<file path="src/rtl/id_decode_stage_if.sv">
// Pipeline-side bundle for the ID stage: IF/ID inputs, write-back port,
// hazard inputs from ID/EX, and everything the stage drives into ID/EX.
interface id_decode_stage_if #(
  parameter int B  = 32,
  parameter int W  = 5,
  parameter int CW = 8
);
  // From IF/ID latch
  logic [31:0]   instr_in;
  logic [W-1:0]  pc_next_in;
  // Write-back port
  logic          wb_reg_write;
  logic [W-1:0]  wb_write_reg;
  logic [B-1:0]  wb_write_data;
  // From ID/EX latch (hazard detection)
  logic          ex_mem_read;
  logic [W-1:0]  ex_rt;
  // To ID/EX latch
  logic [W-1:0]  pc_next_out;
  logic [B-1:0]  r_data1;
  logic [B-1:0]  r_data2;
  logic [B-1:0]  sign_ext;
  logic [W-1:0]  inst_20_16;
  logic [W-1:0]  inst_15_11;
  logic          wb_RegWrite;
  logic          wb_MemtoReg;
  logic          m_Branch;
  logic          m_MemRead;
  logic          m_MemWrite;
  logic          ex_RegDst;
  logic          ex_ALUOp0;
  logic          ex_ALUOp1;
  logic          ex_ALUSrc;
  // Pipeline enables and performance counter
  logic          pc_write;
  logic          if_id_write;
  logic [CW-1:0] stall_count;

  // Pipeline side: feeds the stage and consumes its results
  modport master (
    output instr_in, pc_next_in, wb_reg_write, wb_write_reg, wb_write_data,
           ex_mem_read, ex_rt,
    input  pc_next_out, r_data1, r_data2, sign_ext, inst_20_16, inst_15_11,
           wb_RegWrite, wb_MemtoReg, m_Branch, m_MemRead, m_MemWrite,
           ex_RegDst, ex_ALUOp0, ex_ALUOp1, ex_ALUSrc,
           pc_write, if_id_write, stall_count
  );

  // Decode stage side
  modport slave (
    input  instr_in, pc_next_in, wb_reg_write, wb_write_reg, wb_write_data,
           ex_mem_read, ex_rt,
    output pc_next_out, r_data1, r_data2, sign_ext, inst_20_16, inst_15_11,
           wb_RegWrite, wb_MemtoReg, m_Branch, m_MemRead, m_MemWrite,
           ex_RegDst, ex_ALUOp0, ex_ALUOp1, ex_ALUSrc,
           pc_write, if_id_write, stall_count
  );
endinterface

</file>
<file path="src/rtl/id_decode_stage.sv">
// MIPS 5-stage pipeline instruction-decode stage: register file with
// write-through bypass from write-back, main control decoder, sign extender,
// load-use hazard detection with bubble injection, saturating stall counter.
module id_decode_stage #(
  parameter int B  = 32,
  parameter int W  = 5,
  parameter int CW = 8
) (
  input  logic         clk,
  input  logic         rst_n,
  id_decode_stage_if.slave bus
);

  localparam int unsigned NREG = 1 << W;

  typedef enum logic [5:0] {
    OP_RTYPE = 6'b000000,
    OP_BEQ   = 6'b000100,
    OP_LW    = 6'b100011,
    OP_SW    = 6'b101011
  } opcode_e;

  typedef struct packed {
    logic reg_write;
    logic mem_to_reg;
    logic branch;
    logic mem_read;
    logic mem_write;
    logic reg_dst;
    logic alu_op0;
    logic alu_op1;
    logic alu_src;
  } ctrl_t;

  logic [B-1:0]  regs_q [NREG];
  logic [CW-1:0] stall_cnt_q;
  logic [CW-1:0] stall_cnt_d;

  logic [W-1:0]  rs_addr;
  logic [W-1:0]  rt_addr;
  logic          wb_hit;
  logic          stall;
  ctrl_t         ctrl;

  assign rs_addr = bus.instr_in[25:21];
  assign rt_addr = bus.instr_in[20:16];

  // A write-back to $0 is never a real write: it neither updates nor bypasses
  assign wb_hit = bus.wb_reg_write && (bus.wb_write_reg != '0);

  // Register file storage; $0 is never written so it always reads zero
  always_ff @(posedge clk or negedge rst_n) begin
    if (!rst_n) begin
      for (int unsigned i = 0; i < NREG; i++) begin
        regs_q[i] <= '0;
      end
    end else if (wb_hit) begin
      regs_q[bus.wb_write_reg] <= bus.wb_write_data;
    end
  end

  // Combinational operand read with same-cycle bypass from write-back
  always_comb begin
    bus.r_data1 = regs_q[rs_addr];
    bus.r_data2 = regs_q[rt_addr];
    if (wb_hit && (bus.wb_write_reg == rs_addr)) begin
      bus.r_data1 = bus.wb_write_data;
    end
    if (wb_hit && (bus.wb_write_reg == rt_addr)) begin
      bus.r_data2 = bus.wb_write_data;
    end
  end

  // Field pass-through and immediate sign extension
  always_comb begin
    bus.sign_ext    = {{(B-16){bus.instr_in[15]}}, bus.instr_in[15:0]};
    bus.inst_20_16  = rt_addr;
    bus.inst_15_11  = bus.instr_in[15:11];
    bus.pc_next_out = bus.pc_next_in;
  end

  // Load-use hazard: the load in EX writes a register this instruction reads.
  // No opcode qualification, so ex_rt==0 also stalls.
  assign stall = bus.ex_mem_read &&
                 ((bus.ex_rt == rs_addr) || (bus.ex_rt == rt_addr));

  // Main control decode; a stall replaces the decoded word with a bubble
  always_comb begin
    ctrl = '0;
    if (!stall) begin
      case (bus.instr_in[31:26])
        OP_RTYPE: begin
          ctrl.reg_dst   = 1'b1;
          ctrl.reg_write = 1'b1;
          ctrl.alu_op1   = 1'b1;
        end
        OP_LW: begin
          ctrl.alu_src    = 1'b1;
          ctrl.mem_to_reg = 1'b1;
          ctrl.reg_write  = 1'b1;
          ctrl.mem_read   = 1'b1;
        end
        OP_SW: begin
          ctrl.alu_src   = 1'b1;
          ctrl.mem_write = 1'b1;
        end
        OP_BEQ: begin
          ctrl.branch  = 1'b1;
          ctrl.alu_op0 = 1'b1;
        end
        default: ctrl = '0;
      endcase
    end
  end

  // Drive control bits and pipeline enables toward ID/EX, PC and IF/ID
  always_comb begin
    bus.wb_RegWrite = ctrl.reg_write;
    bus.wb_MemtoReg = ctrl.mem_to_reg;
    bus.m_Branch    = ctrl.branch;
    bus.m_MemRead   = ctrl.mem_read;
    bus.m_MemWrite  = ctrl.mem_write;
    bus.ex_RegDst   = ctrl.reg_dst;
    bus.ex_ALUOp0   = ctrl.alu_op0;
    bus.ex_ALUOp1   = ctrl.alu_op1;
    bus.ex_ALUSrc   = ctrl.alu_src;
    bus.pc_write    = !stall;
    bus.if_id_write = !stall;
  end

  // Saturating stall counter next state
  always_comb begin
    stall_cnt_d = stall_cnt_q;
    if (stall && (stall_cnt_q != '1)) begin
      stall_cnt_d = stall_cnt_q + 1'b1;
    end
  end

  // Stall counter register
  always_ff @(posedge clk or negedge rst_n) begin
    if (!rst_n) begin
      stall_cnt_q <= '0;
    end else begin
      stall_cnt_q <= stall_cnt_d;
    end
  end

  assign bus.stall_count = stall_cnt_q;

endmodule

</file>
<file path="src/flat_wrapper.sv">
// flat-port wrapper written by rule: the top's interface ports become plain ports
module id_decode_stage_flat 
#(
  parameter int B  = 32,
  parameter int W  = 5,
  parameter int CW = 8
)
  (clk, rst_n, bus_instr_in, bus_pc_next_in, bus_wb_reg_write, bus_wb_write_reg, bus_wb_write_data, bus_ex_mem_read, bus_ex_rt, bus_pc_next_out, bus_r_data1, bus_r_data2, bus_sign_ext, bus_inst_20_16, bus_inst_15_11, bus_wb_RegWrite, bus_wb_MemtoReg, bus_m_Branch, bus_m_MemRead, bus_m_MemWrite, bus_ex_RegDst, bus_ex_ALUOp0, bus_ex_ALUOp1, bus_ex_ALUSrc, bus_pc_write, bus_if_id_write, bus_stall_count);
  id_decode_stage_if #(.B(B), .W(W), .CW(CW)) bus_i ();
  input  logic clk;
  input  logic rst_n;
  input wire logic [$bits(bus_i.instr_in)-1:0] bus_instr_in;
  input wire logic [$bits(bus_i.pc_next_in)-1:0] bus_pc_next_in;
  input wire logic [$bits(bus_i.wb_reg_write)-1:0] bus_wb_reg_write;
  input wire logic [$bits(bus_i.wb_write_reg)-1:0] bus_wb_write_reg;
  input wire logic [$bits(bus_i.wb_write_data)-1:0] bus_wb_write_data;
  input wire logic [$bits(bus_i.ex_mem_read)-1:0] bus_ex_mem_read;
  input wire logic [$bits(bus_i.ex_rt)-1:0] bus_ex_rt;
  output wire logic [$bits(bus_i.pc_next_out)-1:0] bus_pc_next_out;
  output wire logic [$bits(bus_i.r_data1)-1:0] bus_r_data1;
  output wire logic [$bits(bus_i.r_data2)-1:0] bus_r_data2;
  output wire logic [$bits(bus_i.sign_ext)-1:0] bus_sign_ext;
  output wire logic [$bits(bus_i.inst_20_16)-1:0] bus_inst_20_16;
  output wire logic [$bits(bus_i.inst_15_11)-1:0] bus_inst_15_11;
  output wire logic [$bits(bus_i.wb_RegWrite)-1:0] bus_wb_RegWrite;
  output wire logic [$bits(bus_i.wb_MemtoReg)-1:0] bus_wb_MemtoReg;
  output wire logic [$bits(bus_i.m_Branch)-1:0] bus_m_Branch;
  output wire logic [$bits(bus_i.m_MemRead)-1:0] bus_m_MemRead;
  output wire logic [$bits(bus_i.m_MemWrite)-1:0] bus_m_MemWrite;
  output wire logic [$bits(bus_i.ex_RegDst)-1:0] bus_ex_RegDst;
  output wire logic [$bits(bus_i.ex_ALUOp0)-1:0] bus_ex_ALUOp0;
  output wire logic [$bits(bus_i.ex_ALUOp1)-1:0] bus_ex_ALUOp1;
  output wire logic [$bits(bus_i.ex_ALUSrc)-1:0] bus_ex_ALUSrc;
  output wire logic [$bits(bus_i.pc_write)-1:0] bus_pc_write;
  output wire logic [$bits(bus_i.if_id_write)-1:0] bus_if_id_write;
  output wire logic [$bits(bus_i.stall_count)-1:0] bus_stall_count;
  assign bus_i.instr_in = bus_instr_in;
  assign bus_i.pc_next_in = bus_pc_next_in;
  assign bus_i.wb_reg_write = bus_wb_reg_write;
  assign bus_i.wb_write_reg = bus_wb_write_reg;
  assign bus_i.wb_write_data = bus_wb_write_data;
  assign bus_i.ex_mem_read = bus_ex_mem_read;
  assign bus_i.ex_rt = bus_ex_rt;
  assign bus_pc_next_out = bus_i.pc_next_out;
  assign bus_r_data1 = bus_i.r_data1;
  assign bus_r_data2 = bus_i.r_data2;
  assign bus_sign_ext = bus_i.sign_ext;
  assign bus_inst_20_16 = bus_i.inst_20_16;
  assign bus_inst_15_11 = bus_i.inst_15_11;
  assign bus_wb_RegWrite = bus_i.wb_RegWrite;
  assign bus_wb_MemtoReg = bus_i.wb_MemtoReg;
  assign bus_m_Branch = bus_i.m_Branch;
  assign bus_m_MemRead = bus_i.m_MemRead;
  assign bus_m_MemWrite = bus_i.m_MemWrite;
  assign bus_ex_RegDst = bus_i.ex_RegDst;
  assign bus_ex_ALUOp0 = bus_i.ex_ALUOp0;
  assign bus_ex_ALUOp1 = bus_i.ex_ALUOp1;
  assign bus_ex_ALUSrc = bus_i.ex_ALUSrc;
  assign bus_pc_write = bus_i.pc_write;
  assign bus_if_id_write = bus_i.if_id_write;
  assign bus_stall_count = bus_i.stall_count;
  id_decode_stage #(.B(B), .W(W), .CW(CW)) u_core (.clk(clk), .rst_n(rst_n), .bus(bus_i));
endmodule
</file>
<file path="config.mk">
export PLATFORM = sky130hd
export DESIGN_NAME = id_decode_stage_flat
export DESIGN_NICKNAME = d
export VERILOG_FILES = /design/src/rtl/id_decode_stage_if.sv /design/src/rtl/id_decode_stage.sv /design/src/flat_wrapper.sv
export SDC_FILE = /design/constraint.sdc
export NUM_CORES = 2
export LEC_CHECK = 0
export BUFFER_PORTS_ARGS = -buffer_cell sky130_fd_sc_hd__buf_4
export CAP_MARGIN = 5
export CORE_UTILIZATION = 50
export CTS_CLUSTER_SIZE = 8
export DETAILED_ROUTE_END_ITERATION = 10
export PLACE_DENSITY = 0.74
export SETUP_SLACK_MARGIN = 0.4
export SLEW_MARGIN = 20
export SYNTH_ARGS = -nofsm -noshare
export SYNTH_HDL_FRONTEND = slang
export SYNTH_SLANG_ARGS = --single-unit
</file>
<file path="constraint.sdc">
create_clock -name clk -period 4.24 [get_ports clk]
set_input_delay 0.848 -clock clk [delete_from_list [all_inputs] [get_ports clk]]
set_output_delay 0.848 -clock clk [all_outputs]
set_load 0.02 [all_outputs]
</file>
==> results.ini <==
[status]
status = finished, violations left
violations = design-rule violations

[setup_path]
r2r-start = u_core.bus.stall_count[0]$_DFFE_PN0P_
timing.critical_path.from_type = input pin
timing.critical_path.slowest_stage_cell = o41ai_2
cp_top_family = compound AO/OA/AOI/OAI gates
r2r-end = u_core.bus.stall_count[1]$_DFFE_PN0P_
cp_data_arrival_time_ns = 2.98
worstPathMaxFanout = 20
setup.worst_path.end_class = output port
crit_type = input pin to output port
reg2reg_depth = 5
worstPathRequired_ns = 3.39
largest_stage_delay_worst_path_ns = 0.49
r2r_slack_ns = 2.65
cp_cell_sequence = buf_12, buf_12, buf_16, mux2i_1, a22o_1, a221oi_2, o22ai_1, o41ai_2, buf_4, buf_4
worstPathBufferInverterCount = 5

[sta]
fin_clk_skew_ns = 0.00490
clock.fmax_mhz = 261
final-hold-violation-count = 0
fin_crit_sh_pct = 90.3
setup_tns_ns = 0
timing_worst_slew_pin_value_ns = 1.09
hold-worst-slack_ns = 0.137
setup_viol = 0
rsz0062_at_grt = true
layout_min_cycle_time_ns = 3.83
report.final.slew_viol_count = 0
slew_headroom_pct = 27.1

[finish]
postLayoutCellArea_um2 = 65400
area_used_by_multi_input_combinational_logic_um2 = 29600
number_of_standard_cells_in_the_final_layout_excluding_fillers = 6128
post_route_cells_drive_above_1_share_pct = 36.5
postLayoutCoreUtil_pct = 57.0
register_area_um2 = 25800
num-nets-final = 4684
layout.filler_cells = 9180
synthToLayoutAreaGrowth_pct = 12.6

[clocking]
number_of_buffers_added_to_fix_hold_violations_after_cts = 0
clock_tree.htree_level_count = 4
clk_root_buffer_cell = clkbuf_16
worstSkewPairLatency_ns = 0.75
cts.sink_count = 1032
clk_path_buf_depth = 3
cts_tree = done
clkSlewWorstSetupHoldPaths_ns = 0.05
cts-buffers-inserted = 147

[grt]
grt_pass1_wl_um = 270000
globalRouteOverflowTotal = 0
antenna_found_initial = 9
grt_max_degree = 113
overall_fraction_of_global_route_tracks_in_use_pct = 30.6
via_count_of_the_first_global_routing_pass = 41597

[placement]
placed_cell_area_um2 = 61000
place.port_buffers = 149
post-place-cells = 5940
dpl.hpwl_um = 106000
gp_congestion = 0.846

[route]
vias = 41128
met2WireLength_um = 82800
first_iter_violations = 3928
routed_wl_um = 184000
routedLengthMet1_um = 76000
met3_wirelength_um = 16500
highest-signal-layer = met5
detail_route.wl_per_cell_um = 30.1
drcViolationCount = 54
antenna_left = 0
vias_per_cell = 6.71
detail_route.first_pass.iterations = 11

[floorplanning]
coreArea_um2 = 115000
initial_utilization_pct = 50.6
die_height_um = 343
die_width_um = 343
floorplan.rows = 124
fp.dieArea_um2 = 117000
floorplan.io_pins = 213

[logic_synthesis]
synth_sequential_area_ratio_pct = 44.5
syn-instance-count = 4585
synth-seq-cells = 1032
async_flop_share_pct = 100
largest_family_of_logic_cells_by_synthesized_area = multiplexers
synth_compound_gate_area_share_pct = 11.5
synth-main-ff-cell = dfrtp_1
synth_adder_area_share_pct = 0.0216
post_synthesis_cell_area_um2 = 58100
synth_xor_area_share_pct = 0.377
synth.mux.area_fraction_pct = 37.0
yosys_warnings = 0
nets_in_the_synthesized_netlist = 4669
post_synth.cell_area_avg_um2 = 12.7
synth-edff-count = 0
post_synth_and_or_nand_nor_area_fraction_pct = 1.61
synth_cell_types = 45

[power]
pd_cells_nw_per_um2 = 459
p_leak_nw = 30.6
worst_ir_drop_vdd_mv = 0.283

[min_path]
min-delay-path-class = input pin to asynchronous set/reset pin

[flow_run]
number_of_violations_of_the_max_capacitance_limit = 0

synthesized netlist by cell type (10+ instances only):
master       n  area share (%)
a21oi_1    131             1.1
buf_1       69            0.45
a22o_1     124             1.9
mux2_1      76             1.5
xor2_1      10            0.15
o22ai_1     62            0.67
a221oi_2    71             1.8
mux2_2     918              18
buf_2       92            0.79
buf_6       31            0.60
a221oi_1    53            0.80
nor2_1      22            0.14
clkbuf_1   226             1.5
xnor2_1     15            0.23
clkbuf_4    10            0.13
nand3_1     15            0.13
dfrtp_1   1032              44
o41ai_2     62             1.7
buf_4      110             1.4
nand2_1    100            0.65
mux2i_1   1025              18
a22oi_1    256             3.3
cell usage in the layout (no fill, tap or decap), types with 15 or more instances in the layout:
| master | netlist | routed |
|---|---|---|
| a21oi_1 | 131 | 131 |
| a221oi_1 | 53 | 52 |
| a221oi_2 | 71 | 72 |
| a22o_1 | 124 | 124 |
| a22oi_1 | 256 | 256 |
| buf_12 | 0 | 60 |
| buf_4 | 110 | 330 |
| clkbuf_16 | 0 | 157 |
| dfrtp_1 | 1032 | 1032 |
| mux2_1 | 76 | 76 |
| mux2_2 | 918 | 918 |
| mux2i_1 | 1025 | 1025 |
| nand2_1 | 100 | 83 |
| nand3_1 | 15 | 15 |
| nor2_4 | 0 | 18 |
| o22ai_1 | 62 | 62 |
| o41ai_2 | 62 | 59 |
| xnor2_1 | 15 | 15 |
per-stage QoR:
step | total power [mW] | worst slack (ns)
5_1_grt | 31.2 | 0.365
4_1_cts | 30.0 | 0.389
2_1_floorplan | 17.5 | 0.900
6_report | 30.0 | 0.413
3_5_place_dp | 19.4 | 0.279
3_3_place_gp | 19.1 | 0.300
power breakdown:
| group | leakage, nW | internal, mW | switching (mW) |
|---|---|---|---|
| combinational | 15.4 | 3.25 | 2.98 |
| sequential | 13.2 | 11.7 | 1.47 |
| clock | 1.94 | 6.30 | 4.25 |
how the worst max path moves through the flow:
| stage | start | end | slack (ns) | cells past startpoint |
|---|---|---|---|---|
| 3_3_place_gp | bus_instr_in[18] | bus_r_data2[17] | 0.30 | 9 |
| 3_5_place_dp | bus_instr_in[18] | bus_r_data2[17] | 0.28 | 9 |
| 4_1_cts | bus_instr_in[16] | bus_r_data2[17] | 0.39 | 10 |
| 5_1_grt | bus_instr_in[16] | bus_r_data2[17] | 0.37 | 10 |
| 2_1_floorplan | bus_instr_in[18] | bus_r_data2[16] | 0.90 | 7 |
| 6_report | bus_instr_in[16] | bus_r_data2[17] | 0.41 | 10 |
routing by layer:
| metal | global-route usage (%) | vias to the layer above |
|---|---|---|
| met3 | 7.54 | 511 |
| met2 | 47.1 | 1947 |
| met4 | 14.3 | 16 |
| met5 | 0 | - |
| met1 | 40.7 | 21429 |
| li1 | - | 17225 |
cell type report:
type	instances	share of cell area, %
Tap cell	1512	2.89
Clock buffer	154	5.85
Inverter	2	0.0115
Multi-Input combinational cell	3006	45.3
Antenna cell	1	0.00383
Clock inverter	10	0.201
Timing Repair Buffer	411	6.28
Sequential cell	1032	39.5
state kept, by name (all words and copies together), names as in the netlist:
name                    flops
u_core.bus.stall_count      8
u_core.regs_q            1024
repair_timing:
item,CTS,global route
pin swaps,4,4
setup endpoints to repair,10,51
gates resized for setup,2,19
cloned,1,6
buffers inserted,0,16
logic make-up after synthesis:
logic type / Yosys count
muxes: 2019
DFF: 1032
AOI/OAI and AO/OA: 766
buffers and inverters: 549
and+or+nand+nor: 193
xor gates and xnor gates: 25
adders and majority gates: 1
worst register-to-register path, stage by stage (launching register included):
cell and delay [ns]:
dfrtp_1 0.42, ha_1 0.23, and3_1 0.22, nand3_1 0.16
nand2_1 0.12, mux2_1 0.33
(Power assumes the default switching activity.)
